==> config.mk <==
export PLATFORM = sky130hd
export DESIGN_NAME = bus_arbiter16
export DESIGN_NICKNAME = d
export VERILOG_FILES = /design/src/rtl/bus_arbiter16.sv
export SDC_FILE = /design/constraint.sdc
export NUM_CORES = 1
export LEC_CHECK = 0
export CORE_ASPECT_RATIO = 0.6
export CORE_UTILIZATION = 42
export DETAILED_ROUTE_END_ITERATION = 10
export GPL_ROUTABILITY_DRIVEN = 0
export PLACE_DENSITY = 0.8
export SYNTH_ARGS = -nofsm -noshare
export SYNTH_HDL_FRONTEND = slang
export SYNTH_SLANG_ARGS = --single-unit
==> constraint.sdc <==
create_clock -name clk -period 2.9 [get_ports clk]
set_input_delay 0.29 -clock clk [delete_from_list [all_inputs] [get_ports clk]]
set_output_delay 0.29 -clock clk [all_outputs]
set_load 0.01 [all_outputs]
==> src/rtl/bus_arbiter16.sv <==
// rtl/bus_arbiter16.sv - round-robin sequencer for the shared 16-bit internal data bus
//
// Purpose: grants one of NSRC bus sources at a time by driving the one-hot
// output_en strobes of their tribuf16 drivers, reads the resolved bus back
// and captures each transferred word, and counts completed transfers.
//
// Configuration macro: BUS_DEADCYCLE_EN
//   defined   - a TURN cycle (all drive_en low) separates grants to different
//               sources so two tristate drivers never overlap.
//   undefined - handoffs between sources are back-to-back.
//
// Ports:
//   clk        in   1      system clock, rising edge
//   rst_n      in   1      asynchronous active-low reset
//   req        in   NSRC   per-source transfer request (level)
//   drive_en   out  NSRC   one-hot-or-zero driver enable
//   ack        out  NSRC   identical to drive_en
//   bus_in     in   WIDTH  resolved shared bus, read back
//   cap_data   out  WIDTH  captured bus word
//   cap_src    out  3      source index of cap_data
//   cap_valid  out  1      one-cycle pulse qualifying cap_data/cap_src
//   busy       out  1      high while in DRIVE or TURN
//   xfer_cnt   out  16     completed transfers since reset, wrapping

module bus_arbiter16 #(
  parameter int NSRC  = 4,
  parameter int WIDTH = 16
) (
  input  logic             clk,
  input  logic             rst_n,
  input  logic [NSRC-1:0]  req,
  output logic [NSRC-1:0]  drive_en,
  output logic [NSRC-1:0]  ack,
  input  logic [WIDTH-1:0] bus_in,
  output logic [WIDTH-1:0] cap_data,
  output logic [2:0]       cap_src,
  output logic             cap_valid,
  output logic             busy,
  output logic [15:0]      xfer_cnt
);

`ifdef BUS_DEADCYCLE_EN
  typedef enum logic [1:0] {S_IDLE, S_DRIVE, S_TURN} state_t;
`else
  typedef enum logic [1:0] {S_IDLE, S_DRIVE} state_t;
`endif

  state_t             state_q, state_d;
  logic [2:0]         grant_q, grant_d;
  logic [2:0]         ptr_q, ptr_d;
  logic [NSRC-1:0]    drive_en_q, drive_en_d;
  logic [WIDTH-1:0]   cap_data_q, cap_data_d;
  logic [2:0]         cap_src_q, cap_src_d;
  logic               cap_valid_q, cap_valid_d;
  logic               busy_q, busy_d;
  logic [15:0]        xfer_cnt_q, xfer_cnt_d;

  logic [7:0]         req_ext;
  logic               win_valid;
  logic [2:0]         win_idx;
  logic               do_grant;

  // Modular add within 0..NSRC-1; both operands are already below NSRC,
  // so a single conditional subtract is enough.
  function automatic logic [2:0] rr_add(input logic [2:0] base, input logic [2:0] off);
    logic [3:0] s;
    s = {1'b0, base} + {1'b0, off};
    if (s >= 4'(NSRC)) s = s - 4'(NSRC);
    return s[2:0];
  endfunction

  // Round-robin pick: walk from lowest to highest priority so the last hit,
  // i.e. the one closest to the pointer, wins. Non-existent sources read 0.
  always_comb begin
    req_ext = '0;
    req_ext[NSRC-1:0] = req;
    win_valid = 1'b0;
    win_idx   = '0;
    for (int i = NSRC - 1; i >= 0; i--) begin
      if (req_ext[rr_add(ptr_q, 3'(i))]) begin
        win_valid = 1'b1;
        win_idx   = rr_add(ptr_q, 3'(i));
      end
    end
  end

  // State register
  always_ff @(posedge clk or negedge rst_n) begin
    if (!rst_n) begin
      state_q     <= S_IDLE;
      grant_q     <= '0;
      ptr_q       <= '0;
      drive_en_q  <= '0;
      cap_data_q  <= '0;
      cap_src_q   <= '0;
      cap_valid_q <= 1'b0;
      busy_q      <= 1'b0;
      xfer_cnt_q  <= '0;
    end else begin
      state_q     <= state_d;
      grant_q     <= grant_d;
      ptr_q       <= ptr_d;
      drive_en_q  <= drive_en_d;
      cap_data_q  <= cap_data_d;
      cap_src_q   <= cap_src_d;
      cap_valid_q <= cap_valid_d;
      busy_q      <= busy_d;
      xfer_cnt_q  <= xfer_cnt_d;
    end
  end

  // Next state; do_grant marks every entry into DRIVE.
  always_comb begin
    state_d  = state_q;
    do_grant = 1'b0;
    case (state_q)
      S_IDLE: begin
        if (win_valid) begin
          state_d  = S_DRIVE;
          do_grant = 1'b1;
        end
      end
      S_DRIVE: begin
        if (!win_valid) begin
          state_d = S_IDLE;
        end else if (win_idx == grant_q) begin
          state_d  = S_DRIVE;
          do_grant = 1'b1;
        end else begin
`ifdef BUS_DEADCYCLE_EN
          state_d = S_TURN;
`else
          state_d  = S_DRIVE;
          do_grant = 1'b1;
`endif
        end
      end
`ifdef BUS_DEADCYCLE_EN
      S_TURN: begin
        if (win_valid) begin
          state_d  = S_DRIVE;
          do_grant = 1'b1;
        end else begin
          state_d = S_IDLE;
        end
      end
`endif
      default: state_d = S_IDLE;
    endcase
  end

  // Output next-values. The word on the bus during a DRIVE cycle is
  // captured at the edge that ends it.
  always_comb begin
    drive_en_d  = '0;
    grant_d     = grant_q;
    ptr_d       = ptr_q;
    if (do_grant) begin
      grant_d = win_idx;
      ptr_d   = rr_add(win_idx, 3'd1);
      for (int i = 0; i < NSRC; i++) begin
        drive_en_d[i] = (win_idx == 3'(i));
      end
    end
    cap_valid_d = (state_q == S_DRIVE);
    cap_data_d  = cap_data_q;
    cap_src_d   = cap_src_q;
    xfer_cnt_d  = xfer_cnt_q;
    if (state_q == S_DRIVE) begin
      cap_data_d = bus_in;
      cap_src_d  = grant_q;
      xfer_cnt_d = xfer_cnt_q + 16'd1;
    end
    busy_d = (state_d != S_IDLE);
  end

  assign drive_en  = drive_en_q;
  assign ack       = drive_en_q;
  assign cap_data  = cap_data_q;
  assign cap_src   = cap_src_q;
  assign cap_valid = cap_valid_q;
  assign busy      = busy_q;
  assign xfer_cnt  = xfer_cnt_q;

endmodule

==> results.yml, run 1 <==
run_status:
  status: "finished, final reports clean"
power:
  ir_worst_vdd_uv: 518
  finalPower_uw: 2700
  p_leak_uw: 0.00134
  p_per_area_nw_per_um2: 878
final_layout:
  fin_area_um2: 3080
  diodes: 0
  syn2layout_area_growth_pct: 36.7
  drive_gt1_share_pct: 15.8
  nNetsFinal: 276
  final_util_pct: 60.3
logic_synthesis:
  synth_edf_count: 0
  ys.flop_type: "dfrtp_1"
  synth.most_common_cell: "dfrtp_1"
  netlist_area_um2: 2250
  synth_commonest_cells: "49 x dfrtp_1, 21 x mux2_2, 11 x xnor2_1, 9 x nand2_1, 8 x ha_1"
  muxShareOfSynthArea_pct: 15.8
  synth_cell_types: 38
  synthSimpleGateAreaFrac_pct: 10.6
  synth_compound_area_share_pct: 4.39
  ys_ff_latch: 49
  synth_fa_ha_area_share_pct: 4.44
  yosys_warnings: 0
  syn_inst: 178
  synth_area_leaders: "dfrtp_1 54%, mux2_2 10%, ha_1 4.4%"
  synth_top_area_cell: "dfrtp_1"
  synth_seq_area_share_pct: 54.4
  syn_nets: 208
  synth-xor-area-share_pct: 5.83
  synth_top_family_by_area: "multiplexers"
  syn_area_per_cell_um2: 12.7
  async_reset_ff_share_pct: 100
  synth.top_cell.area_share_pct: 54.4
placed_design:
  placed_area_um2: 2960
  numPortBuffers: 66
  preCtsSetupSlack_ns: 0.338
  dp_hpwl_um: 3300
detailed_routing:
  wl_um: 4360
  drtAntennaViolNets: 0
  post_drt_wl_per_cell_um: 13.9
  dr.pass1.iters: 4
  vias: 1582
  drtIter0Drc: 60
  viasPerCell: 5.05
  drcViolationCount: 0
cts:
  cts-root-buf: "clkbuf_8"
  holdBufCountCts: 1
  cts_buffers: 5
  clock_latency_ns: 0.29
  cts_setup_buffers: 0
  cts_resized: 0
  cts.sinks: 49
  cts_tree: "built"
  clk_pin_slew_ns: 0.09
  htreeDepth: 2
  clk_path_buf_depth: 2
floorplan:
  die_x_um: 96.6
  die_h_um: 58.7
  core_um2: 5100
  dieArea_um2: 5670
  ioPinCount: 67
  rows: 20
  initial_utilization_pct: 44.1
timing:
  maxSlewViolCount: 0
  fin_crit_sh_pct: 86.9
  final.min_clock_period_ns: 2.52
  rsz0062_at_grt: "false"
  fmax_mhz: 397
  setup_ws_ns: 0.381
  hold_viol_final: 0
  setup_viol_count_final: 0
  tns_ns: 0
  skew_ns: 0.00994
worst_hold_path:
  worstHoldPathType: "input pin to asynchronous set/reset pin"
global_routing:
  grt_use_total_pct: 16.2
  grt_max_degree: 30
  first_global_vias: 1426
  grt_antenna_before_repair: 0
  grt-ovfl-total: 0
  grt_first_pass_wirelength_um: 6890
setup_path:
  critical_path_arrival_ns: 2.70
  cp_max_fo: 5
  required_ns: 3.08
  crit_type: "flop to flop"
  end_kind: "flop"
  cp-start-kind: "flop"
run:
  maxCapViolCount: 0
[cells in the final DEF, fill, tap and decap left out, types with 2 or more instances in the layout]
cell type        count
a31oi_1              5
and2_1               4
buf_4                5
clkbuf_8             5
clkdlybuf4s50_1     65
conb_1               2
dfrtp_1             49
ha_1                 8
inv_1                6
mux2_2              21
mux2_4               2
mux2i_1              4
nand2_1              9
nand2b_1             3
nand3_1              4
nand3b_1             2
nand4_1              5
nor2_1               6
nor2b_1              4
nor3_1               2
o22ai_1              2
xnor2_1             11
xor2_1               4
[cell type report]
type                            instances  area, µm²
Clock buffer                            6       72.6
Clock inverter                          2       38.8
Sequential cell                        49       1230
Inverter                                6       22.5
Timing Repair Buffer                   72        703
Fill cell                             439       2020
Multi-Input combinational cell        112        935
Tap cell                               66       82.6
[metal layers]
layer / global-route usage (%) / share of wire [%] / up-vias
met1: 23.8 / 48 / 761
li1: - / - / 746
met3: 6.07 / 10 / 0
met2: 23.2 / 42 / 75
met5: 0 / 0 / -
met4: 2.52 / 0 / 0
[registers in the layout, indices dropped and copies added, names as in the netlist]
| register | flops |
|---|---|
| state_q | 2 |
| cap_valid | 1 |
| grant_q | 3 |
| ptr_q | 3 |
| busy | 1 |
| ack | 4 |
| cap_src | 3 |
| xfer_cnt | 16 |
| cap_data | 16 |
[critical path: stages (launching register included)]
cell and delay, ns:
dfrtp_1 0.39, inv_1 0.14, ha_1 0.32, mux4_2 0.26, o21a_1 0.15, or3b_1 0.35
o211ai_1 0.22, ha_1 0.31, mux2_2 0.26
[metrics by stage]
step,cells,hold WS (ns)
2_1_floorplan,178,-0.00559
3_3_place_gp,304,0.262
3_5_place_dp,304,0.265
4_1_cts,313,0.473
5_1_grt,313,0.488
6_report,313,0.461
[path summary, 6_finish.rpt]
path	slack [ns]	endpoint	cells after the start	from
hold / removal	0.46	xfer_cnt[14]	2	rst_n
setup reg to reg	0.38	ptr_q[1]	8	ptr_q[0]
setup / recovery	0.38	ptr_q[1]	8	ptr_q[0]
max in group asynchronous	1.68	cap_data[6]	3	rst_n
hold reg to reg	0.48	busy	1	state_q[1]
min in group clk	0.48	busy	1	state_q[1]
[power by group]
| group | internal (µW) | leakage (µW) | switching [µW] |
|---|---|---|---|
| registers | 867 | 0.000616 | 123 |
| logic | 680 | 0.000669 | 562 |
| clock network | 259 | 0.0000554 | 213 |
| total | 1810 | 0.00134 | 899 |
[cells by family after synthesis]
group / Yosys count
AO/OA/AOI/OAI: 14
other: 2
adder cells (fa/ha/maj): 8
multiplexers: 29
flip-flops: 49
XOR/XNOR: 15
buffers and inverters: 17
AND/OR/NAND/NOR: 44
Power figures use the tool's default switching activity.
==> run 2: changes to the inputs <==
--- a/config.mk
+++ b/config.mk
@@ -10,6 +10,7 @@
 export DETAILED_ROUTE_END_ITERATION = 10
 export GPL_ROUTABILITY_DRIVEN = 0
 export PLACE_DENSITY = 0.8
+export SLEW_MARGIN = 25
 export SYNTH_ARGS = -nofsm -noshare
 export SYNTH_HDL_FRONTEND = slang
 export SYNTH_SLANG_ARGS = --single-unit
==> results of run 2 <==
No change in the layout: final DEF, timing and power equal those of run 1.
